`config.mk`:
```
export PLATFORM = sky130hd
export DESIGN_NAME = hf_decompression_canonical_flat
export DESIGN_NICKNAME = d
export VERILOG_FILES = /design/src/rtl/hf_decompression_canonical_if.sv /design/src/rtl/hf_decompression_canonical.sv /design/src/flat_wrapper.sv
export SDC_FILE = /design/constraint.sdc
export NUM_CORES = 2
export LEC_CHECK = 0
export CAP_MARGIN = 20
export CELL_PAD_IN_SITES_DETAIL_PLACEMENT = 0
export CELL_PAD_IN_SITES_GLOBAL_PLACEMENT = 1
export CORE_ASPECT_RATIO = 1.25
export CORE_UTILIZATION = 54
export CTS_CLUSTER_DIAMETER = 80
export DETAILED_ROUTE_END_ITERATION = 7
export PLACE_DENSITY_LB_ADDON = 0.1
export SLEW_MARGIN = 20
export SYNTH_ARGS = -nofsm -noshare
export SYNTH_HDL_FRONTEND = slang
export SYNTH_SLANG_ARGS = --single-unit
export TNS_END_PERCENT = 1
```
`constraint.sdc`:
```
create_clock -name CLK -period 86 [get_ports CLK]
set_input_delay 17.2 -clock CLK [delete_from_list [all_inputs] [get_ports CLK]]
set_output_delay 17.2 -clock CLK [all_outputs]
set_load 0.02 [all_outputs]
```
`src/rtl/hf_decompression_canonical_if.sv`:
```
// hf_decompression_canonical_if: compressed bit input, symbol output, status and optional bypass (HF_BYPASS_EN) signals
interface hf_decompression_canonical_if #(parameter int SYM_W = 8);
    logic             EN;
    logic             in_bit;
    logic             in_valid;
    logic             in_ready;
    logic [SYM_W-1:0] sym_out;
    logic             sym_valid;
    logic             sym_ready;
    logic             done;
    logic             err;
`ifdef HF_BYPASS_EN
    logic             byp_bit;
    logic             byp_valid;
`endif
    modport master (
        output EN, in_bit, in_valid, sym_ready,
        input  in_ready, sym_out, sym_valid, done, err
`ifdef HF_BYPASS_EN
        , input byp_bit, byp_valid
`endif
    );
    modport slave (
        input  EN, in_bit, in_valid, sym_ready,
        output in_ready, sym_out, sym_valid, done, err
`ifdef HF_BYPASS_EN
        , output byp_bit, byp_valid
`endif
    );
endinterface

```
`src/rtl/hf_decompression_canonical.sv`:
```
// hf_decompression_canonical: bit-serial canonical Huffman decoder with an in-band code table header.
// Defining HF_BYPASS_EN adds a raw pass-through of the input bits while idle with EN low.
module hf_decompression_canonical #(
    parameter int SYM_W   = 8,
    parameter int MAX_LEN = 12,
    parameter int LEN_W   = 6
) (
    input logic CLK,
    input logic Reset,
    hf_decompression_canonical_if.slave bus
);
    localparam int CNT_W  = SYM_W + 1;
    localparam int SUM_W  = CNT_W + 4;
    localparam int CODE_W = MAX_LEN + 1;
    localparam int DW     = CODE_W > CNT_W ? CODE_W : CNT_W;
    localparam int SH_W   = LEN_W > CNT_W ? LEN_W : CNT_W;
    localparam int BC_W   = $clog2(SH_W + 1);
    localparam int L_W    = $clog2(MAX_LEN + 2);
    localparam int CI_W   = MAX_LEN > 1 ? $clog2(MAX_LEN) : 1;

    typedef enum logic [2:0] {IDLE, HDR_CNT, HDR_SYM, HDR_LEN, DECODE, EMIT, DONE, ERR} state_t;

    state_t           r_state, w_next;
    logic [CNT_W-1:0] r_cnt [MAX_LEN];
    logic [SYM_W-1:0] r_tab [2**SYM_W];
    logic [SH_W-2:0]  r_sh;
    logic [BC_W-1:0]  r_bc;
    logic [SUM_W-1:0] r_idx, r_n, r_index;
    logic [LEN_W-1:0] r_p;
    logic [CODE_W-1:0] r_code, r_first;
    logic [L_W-1:0]   r_l;
    logic [SYM_W-1:0] r_sym;

    logic             w_acc, w_last, w_hit, w_nbad, w_byp_rdy;
    logic [SH_W-1:0]  w_val;
    logic [BC_W-1:0]  w_fw;
    logic [CNT_W-1:0] w_cnt_l;
    logic [CODE_W-1:0] w_c;
    logic [DW-1:0]    w_diff;
    logic [SUM_W-1:0] w_nsum;

`ifdef HF_BYPASS_EN
    logic r_byp_bit, r_byp_valid;
    assign w_byp_rdy     = r_state == IDLE && !bus.EN;
    assign bus.byp_bit   = r_byp_bit;
    assign bus.byp_valid = r_byp_valid;
    always_ff @(posedge CLK or posedge Reset) begin
        if (Reset) begin
            r_byp_bit   <= 1'b0;
            r_byp_valid <= 1'b0;
        end else begin
            r_byp_bit   <= bus.in_bit;
            r_byp_valid <= w_byp_rdy && bus.in_valid;
        end
    end
`else
    assign w_byp_rdy = 1'b0;
`endif

    assign bus.in_ready  = (r_state inside {HDR_CNT, HDR_SYM, HDR_LEN, DECODE}) || w_byp_rdy;
    assign bus.sym_valid = r_state == EMIT;
    assign bus.done      = r_state == DONE;
    assign bus.err       = r_state == ERR;
    assign bus.sym_out   = r_sym;

    assign w_acc   = bus.in_valid && bus.in_ready;
    assign w_val   = {r_sh, bus.in_bit};
    assign w_fw    = r_state == HDR_CNT ? BC_W'(CNT_W - 1) : r_state == HDR_SYM ? BC_W'(SYM_W - 1) : BC_W'(LEN_W - 1);
    assign w_last  = w_acc && r_bc == w_fw;
    assign w_nsum  = r_n + SUM_W'(w_val[CNT_W-1:0]);
    assign w_nbad  = w_nsum == '0 || w_nsum > SUM_W'(2**SYM_W);
    // Canonical walk: the code is a match at level L when it falls inside that level's block
    assign w_cnt_l = r_cnt[CI_W'(r_l - 1'b1)];
    assign w_c     = r_code | CODE_W'(bus.in_bit);
    assign w_diff  = DW'(w_c) - DW'(r_first);
    assign w_hit   = w_diff < DW'(w_cnt_l);

    always_ff @(posedge CLK or posedge Reset) begin
        if (Reset) r_state <= IDLE;
        else       r_state <= w_next;
    end

    always_comb begin
        w_next = r_state;
        case (r_state)
            IDLE:    w_next = bus.EN ? HDR_CNT : IDLE;
            HDR_CNT: if (w_last && r_idx == SUM_W'(MAX_LEN - 1)) w_next = w_nbad ? ERR : HDR_SYM;
            HDR_SYM: if (w_last && r_idx == r_n - 1'b1) w_next = HDR_LEN;
            HDR_LEN: if (w_last) w_next = w_val[LEN_W-1:0] == '0 ? DONE : DECODE;
            DECODE:  if (w_acc) w_next = w_hit ? EMIT : r_l == L_W'(MAX_LEN) ? ERR : DECODE;
            EMIT:    if (bus.sym_ready) w_next = r_p == LEN_W'(1) ? DONE : DECODE;
            DONE:    w_next = IDLE;
            default: ;
        endcase
    end

    always_ff @(posedge CLK or posedge Reset) begin
        if (Reset) begin
            for (int i = 0; i < MAX_LEN; i++) r_cnt[i] <= '0;
            for (int i = 0; i < 2**SYM_W; i++) r_tab[i] <= '0;
            r_sh    <= '0;
            r_bc    <= '0;
            r_idx   <= '0;
            r_n     <= '0;
            r_index <= '0;
            r_p     <= '0;
            r_code  <= '0;
            r_first <= '0;
            r_l     <= '0;
            r_sym   <= '0;
        end else begin
            if (w_acc) r_sh <= w_val[SH_W-2:0];
            if (w_acc && (r_state inside {HDR_CNT, HDR_SYM, HDR_LEN})) r_bc <= w_last ? '0 : r_bc + 1'b1;
            if (r_state == IDLE) begin
                r_bc  <= '0;
                r_idx <= '0;
                r_n   <= '0;
            end
            if (r_state == HDR_CNT && w_last) begin
                r_cnt[CI_W'(r_idx)] <= w_val[CNT_W-1:0];
                r_n   <= w_nsum;
                r_idx <= r_idx == SUM_W'(MAX_LEN - 1) ? '0 : r_idx + 1'b1;
            end
            if (r_state == HDR_SYM && w_last) begin
                r_tab[SYM_W'(r_idx)] <= w_val[SYM_W-1:0];
                r_idx <= r_idx + 1'b1;
            end
            if (r_state == HDR_LEN && w_last) r_p <= w_val[LEN_W-1:0];
            if (r_state == EMIT && bus.sym_ready) r_p <= r_p - 1'b1;
            if (w_next == DECODE && r_state != DECODE) begin
                r_code  <= '0;
                r_first <= '0;
                r_index <= '0;
                r_l     <= L_W'(1);
            end else if (r_state == DECODE && w_acc && !w_hit) begin
                r_index <= r_index + SUM_W'(w_cnt_l);
                r_first <= (r_first + CODE_W'(w_cnt_l)) << 1;
                r_code  <= w_c << 1;
                r_l     <= r_l + 1'b1;
            end
            if (r_state == DECODE && w_acc && w_hit) r_sym <= r_tab[SYM_W'(r_index + SUM_W'(w_diff))];
        end
    end
endmodule
```
`src/flat_wrapper.sv`:
```
// flat-port wrapper written by rule: the top's interface ports become plain ports
module hf_decompression_canonical_flat 
#(
    parameter int SYM_W   = 8,
    parameter int MAX_LEN = 12,
    parameter int LEN_W   = 6
)
  (CLK, Reset, bus_EN, bus_in_bit, bus_in_valid, bus_sym_ready, bus_in_ready, bus_sym_out, bus_sym_valid, bus_done, bus_err);
  hf_decompression_canonical_if #(.SYM_W(SYM_W)) bus_i ();
  input logic CLK;
  input logic Reset;
  input wire logic [$bits(bus_i.EN)-1:0] bus_EN;
  input wire logic [$bits(bus_i.in_bit)-1:0] bus_in_bit;
  input wire logic [$bits(bus_i.in_valid)-1:0] bus_in_valid;
  input wire logic [$bits(bus_i.sym_ready)-1:0] bus_sym_ready;
  output wire logic [$bits(bus_i.in_ready)-1:0] bus_in_ready;
  output wire logic [$bits(bus_i.sym_out)-1:0] bus_sym_out;
  output wire logic [$bits(bus_i.sym_valid)-1:0] bus_sym_valid;
  output wire logic [$bits(bus_i.done)-1:0] bus_done;
  output wire logic [$bits(bus_i.err)-1:0] bus_err;
  assign bus_i.EN = bus_EN;
  assign bus_i.in_bit = bus_in_bit;
  assign bus_i.in_valid = bus_in_valid;
  assign bus_i.sym_ready = bus_sym_ready;
  assign bus_in_ready = bus_i.in_ready;
  assign bus_sym_out = bus_i.sym_out;
  assign bus_sym_valid = bus_i.sym_valid;
  assign bus_done = bus_i.done;
  assign bus_err = bus_i.err;
  hf_decompression_canonical #(.SYM_W(SYM_W), .MAX_LEN(MAX_LEN), .LEN_W(LEN_W)) u_core (.CLK(CLK), .Reset(Reset), .bus(bus_i));
endmodule
```
; Word level (Yosys, flattened, before mapping)
; Index checks and enable logic that the tools add are counted.
[classes]
order_cmp = 8
bitwise = 5
n_div = 0
shift = 0
eq_ne = 14
n_reduce_logical = 27
addsub = 11
mux = 44
multipliers = 0
[ops]
columns = op, count
row1 = 2048-bit bitwise mux, 1
row2 = 13-bit two-way mux, 11
row3 = 108-bit bitwise mux, 1
row4 = 8-bit binary-select mux with 8-bit select, 1
row5 = 8-bit demux with 8-bit select, 1
row6 = 9-bit binary-select mux with 4-bit select, 1
row7 = 9-bit demux with 4-bit select, 1
row8 = 9-bit two-way mux, 3
row9 = 13-bit by 9-bit adder with 13-bit output, 2
row10 = 4-bit two-way mux, 6
row11 = 8-bit two-way mux, 3
row12 = 3-bit two-way mux, 7
row13 = 3-bit case mux with 7 select lines, 1
row14 = 9-bit >= comparator (second input constant), 2
row15 = 8-bit inverter with 9-bit output, 2
row16 = 3-bit equality test (second input constant), 5
row17 = 1-bit logical AND, 15
row18 = 13-bit by 1-bit adder with 13-bit output (second input constant), 1
row19 = 13-bit equality test, 1
row20 = 13-bit by 4-bit equality test with 1-bit output (second input constant), 1
row21 = 13-bit by 9-bit > comparator with 1-bit output (second input constant), 1
row22 = 13-bit logical NOT, 1
row23 = 13-bit by 9-bit < comparator with 1-bit output, 1
row24 = 13-bit by 1-bit OR with 13-bit output, 1
row25 = 27 further kinds, 39
[word_totals]
latchBits = 0
reg_bits = 2254
mem_count = 0
out_inout_bits = 12
mem_bits_rw = 0
mem_bits_ro = 0

; Logic depth before layout (Yosys ltp)
[logic_depth]
depth_word = 12
ltp_mapped = 21

; Least setup slack after synthesis
; Ideal clock, no wire load.
[synth_path]
path_kind = input port to flip-flop
start = in bus_in_bit
end = reg u_core.r_sym[6], in the netlist u_core.bus.sym_out[6]
slack_ns = 65.459
setup_time_ns = 0.140
stages = 13
arrival_time_ns = 20.401
cell_sequence = ha_1 fa_1 buf_2 buf_2 buf_2 clkbuf_1 clkbuf_1 mux4_2 mux4_2 o211ai_1 nand3_1 o2111ai_1 o221ai_1
[synth_between]
elab_chain_cells = 7
word_cells_on_any_way = 9
classes_between = 2 x add/sub / 1 x order compare / 3 x mux / 2 x bitwise / 1 x reduce/logical
[synth_rtl]
columns = item, line
row1 = "start, declared", flat_wrapper.sv:13  ; input wire logic [$bits(bus_i.in_bit)-1:0] bus_in_bit;
row2 = 13-bit by 1-bit OR with 13-bit output (*), hf_decompression_canonical.sv:74  ; assign w_c = r_code | CODE_W'(bus.in_bit);
row3 = 13-bit subtractor (*), hf_decompression_canonical.sv:75  ; assign w_diff = DW'(w_c) - DW'(r_first);
row4 = 8-bit adder, hf_decompression_canonical.sv:141  ; if (r_state == DECODE && w_acc && w_hit) r_sym <= r_tab[SYM_W'(r_index + SUM_W'(w_diff))];
row5 = 8-bit inverter with 9-bit output (not written as such), hf_decompression_canonical.sv:141
row6 = 8-bit binary-select mux with 8-bit select, hf_decompression_canonical.sv:141
row7 = 8-bit two-way mux (not written as such) (2 in series), hf_decompression_canonical.sv:141
row8 = "end signal, assigned", hf_decompression_canonical.sv:141
row9 = "end, declared", hf_decompression_canonical.sv:32  ; logic [SYM_W-1:0] r_sym;
; Mark *: on every way between the ends. The rest lies on a longest branch, timed or not. The select of a mux whose other input is x is not followed.
; A chain may end at the register's enable or synchronous reset.

; Worst setup path after layout
[layout_path]
start = in bus_in_bit
end = reg u_core.r_sym[0], in the netlist u_core.bus.sym_out[0]
; Same word-level chain as after synthesis.

==> metrics.txt <==
number of synthesized register bits=between 2000 and 2500; largest net degree at the start of global routing=163; reg2reg start=u_core.r_first[1]$_DFFE_PP0P_; critical path class=in2reg; HP Class=reg2reg; maximum clock frequency=44.3 MHz; most common cell after layout, fill and taps aside=dfrtp_1; Yosys warning count=0; Yosys top cell by area=dfrtp_1; Final HPWL DP=184000 um; Rel. slew slack=14.6%; Initial Util=54.4%; Syn Area/Cell=14.4 um2; Gate Count Post-Synth=just over 7000; share of synthesized cell area in full adder, half adder and majority cells=less than 1%; total gr overflow=0; height of the die=494 um; crit path capture type=flip-flop; FFs w/ async S/R, synth=100%; WL final=294000 um; CTS resizes=0; main combinational cell family by area after synthesis=multiplexers; Routed Antenna Nets=0; Hold Crit Start=u_core.r_tab[1361]$_DFFE_PP0P_; Initial DRT Pass Iterations=6; CTS root buf=clkbuf_16; final setup margin=63.41 ns; most frequent CP cell=buf_4; global-route wire length before repair=446000 um; Syn Std Cell Area=0.105 mm2; EDFF count, synth=0; PortBufs=17; MaxCap Viol Count=0; Placeable Area=0.192 mm2; max incr delay on CP=1.15 ns; pre-CTS worst setup slack=between 60 and 70 ns; # DRC=0; Fillers=about 15000; Worst Skew=0.0283 ns; Peak VDD IR=0.0228 mV; Final min period=22.59 ns; hold_buf cts=0; Synth Area in Compound Gates=3.21%; Setup Buffers After CTS=0; XOR/XNOR Fraction of Synth Area=0.441%; Final setup viols=0; area growth from synthesis to layout=9.72%; Layout Nets=7220; synth unique cells=80; Power per Cell Area=slightly below 20 mW/mm2; Worst EP required=between 80 and 90 ns; fin crit share=26.3%; Min Hold Slack=0.477 ns; CP Data Arrival Time=approximately 23 ns; Clock Latency Late Sink=0.89 ns; initial antenna violation count=10; Slowest cell on crit path=fa_4; number of core rows=180; I/O Pins=18; commonest cells after routing, fill and taps aside=dfrtp_1 (2239), mux2_2 (1971), nand2_1 (654); Final Hold Vio Count=0; outcome=complete, no violations; vias in the first global route=65823; 1st-iter DRT viols=4596; sequential area share after synthesis=53.8%; sum of negative setup slack=0 ns; worst-path maximum fanout=45; CTS tree=done; leak pwr=0.0549 uW; ys flop type=dfrtp_1; clock buffer depth=3; total track usage=30.7%; layout cells sized above 1=between 40% and 50%; simple-gate share of the synthesized area=4.73%; gpl congestion=0.869; DR vias=between 60000 and 70000; die area=0.195 mm2; worst-path cell chain=buf_8 -> ha_4 -> fa_4 -> buf_4 -> buf_4 -> buf_4 -> buf_4 -> mux4_2 -> mux2i_1 -> a21oi_1 -> o22ai_1 -> nor4_1 -> o21bai_1 -> mux2_2; clk sink count=2247; Slew Viols, Final=0; Worst-path clk slew=0.06 ns; Synth top area share=53.8%; Setup crit start kind=input port; worst setup path startpoint=bus_in_bit; Syn Nets=around 7300; ranking of synthesized cells by area=dfrtp_1 (54%), mux2_2 (21%), mux4_2 (13%); Num CTS Buffers=219; # H-tree levels=4; drt wl/cell=29.8 um; Slew @ Worst Pin=1.28 ns; post-synthesis mux area share=34.8%; Die Wd=just under 400 um; vias per inst=6.38; RSZ-0062 raised after global routing=no
## per-stage QoR
| step | util [%] | area [um2] | power (uW) | cells |
|---|---|---|---|---|
| 2_1_floorplan | - | 105000 | 1240 | 7268 |
| 3_3_place_gp | 55.8 | 107000 | 1300 | 9476 |
| 3_5_place_dp | 55.8 | 107000 | 1300 | 9476 |
| 4_1_cts | 59.6 | 115000 | 2280 | 9883 |
| 5_1_grt | 59.7 | 115000 | 2340 | 9884 |
| 6_report | 59.7 | 115000 | 2260 | 9886 |
## cell usage after synthesis, drive strengths merged, types with 10 or more instances
library cell and n:
a21oi 90, xor2 24, buf 127, nand3 110, o21a 12, mux4 591
o211ai 10, nor4 14, nand2 656, nor3 45, nand4 16, dfrtp 2247
a211oi 25, xnor2 26, a31oi 24, o21ai 254, clkbuf 378, mux2 1990
nor2 198, mux2i 71, and3 30, o22ai 13, ha 60, a21o 14
nand2b 14, nor2b 15, inv 52, o21bai 10, a32oi 14
## critical path: cells and delay by family
kind / cells / cell delay (ns)
compound gates: 3 / 0.89
buf+inv: 5 / 2.59
simple gates: 1 / 0.16
fa+ha+maj: 2 / 1.34
mux: 3 / 1.03
## state kept, by name, summed over array words and instances (netlist names), 12 cells and up
| signal | count |
|---|---|
| u_core.r_idx | 13 |
| u_core.r_n | 13 |
| u_core.r_first | 12 |
| u_core.r_code | 12 |
| u_core.r_cnt | 108 |
| u_core.r_tab | 2048 |
## power by group
part | internal, uW | switching [uW] | leakage, uW
logic | 42.2 | 153 | 0.0199
registers | 1060 | 22.9 | 0.0313
clock network | 556 | 424 | 0.00363
total | 1660 | 601 | 0.0549
## layer usage
layer	vias up	track usage, %	share of wire, %
met1	34253	41.6	41
met5	-	0	0.0081
met2	1721	49.4	48
li1	26565	-	-
met4	4	13.7	4.8
met3	559	4.68	5.4
## area by class of cell
class / instances / area, um2 / area share (%)
Antenna cell: 3 / 7.51 / 0.00654
Clock buffer: 323 / 6450 / 5.62
Clock inverter: 84 / 868 / 0.757
Inverter: 53 / 211 / 0.184
Multi-Input combinational cell: 4463 / 46300 / 40.4
Sequential cell: 2247 / 56300 / 49.0
Tap cell: 2548 / 3190 / 2.78
Timing Repair Buffer: 165 / 1430 / 1.24
## worst paths after layout
| check | to | slack, ns | cells past startpoint |
|---|---|---|---|
| setup / recovery | u_core.bus.sym_out[0]$_DFFE_PP0P_ | 63.41 | 14 |
| hold / removal | u_core.r_tab[1361]$_DFFE_PP0P_ | 0.48 | 2 |
| setup reg to reg | u_core.bus.sym_out[0]$_DFFE_PP0P_ | 79.32 | 14 |
| hold reg to reg | u_core.r_tab[1361]$_DFFE_PP0P_ | 0.48 | 2 |
| max in group asynchronous | u_core.r_tab[1741]$_DFFE_PP0P_ | 64.27 | 7 |
| min in group asynchronous | u_core.r_bc[2]$_DFFE_PP0P_ | 16.86 | 2 |
## cell families after synthesis
kind of cell,count (synthesis)
flops,2247
buf+inv,558
simple gates,1146
compound gates,549
fa+ha+maj,65
mux,2652
xor+xnor,51
Power figures use the tool's default switching activity.
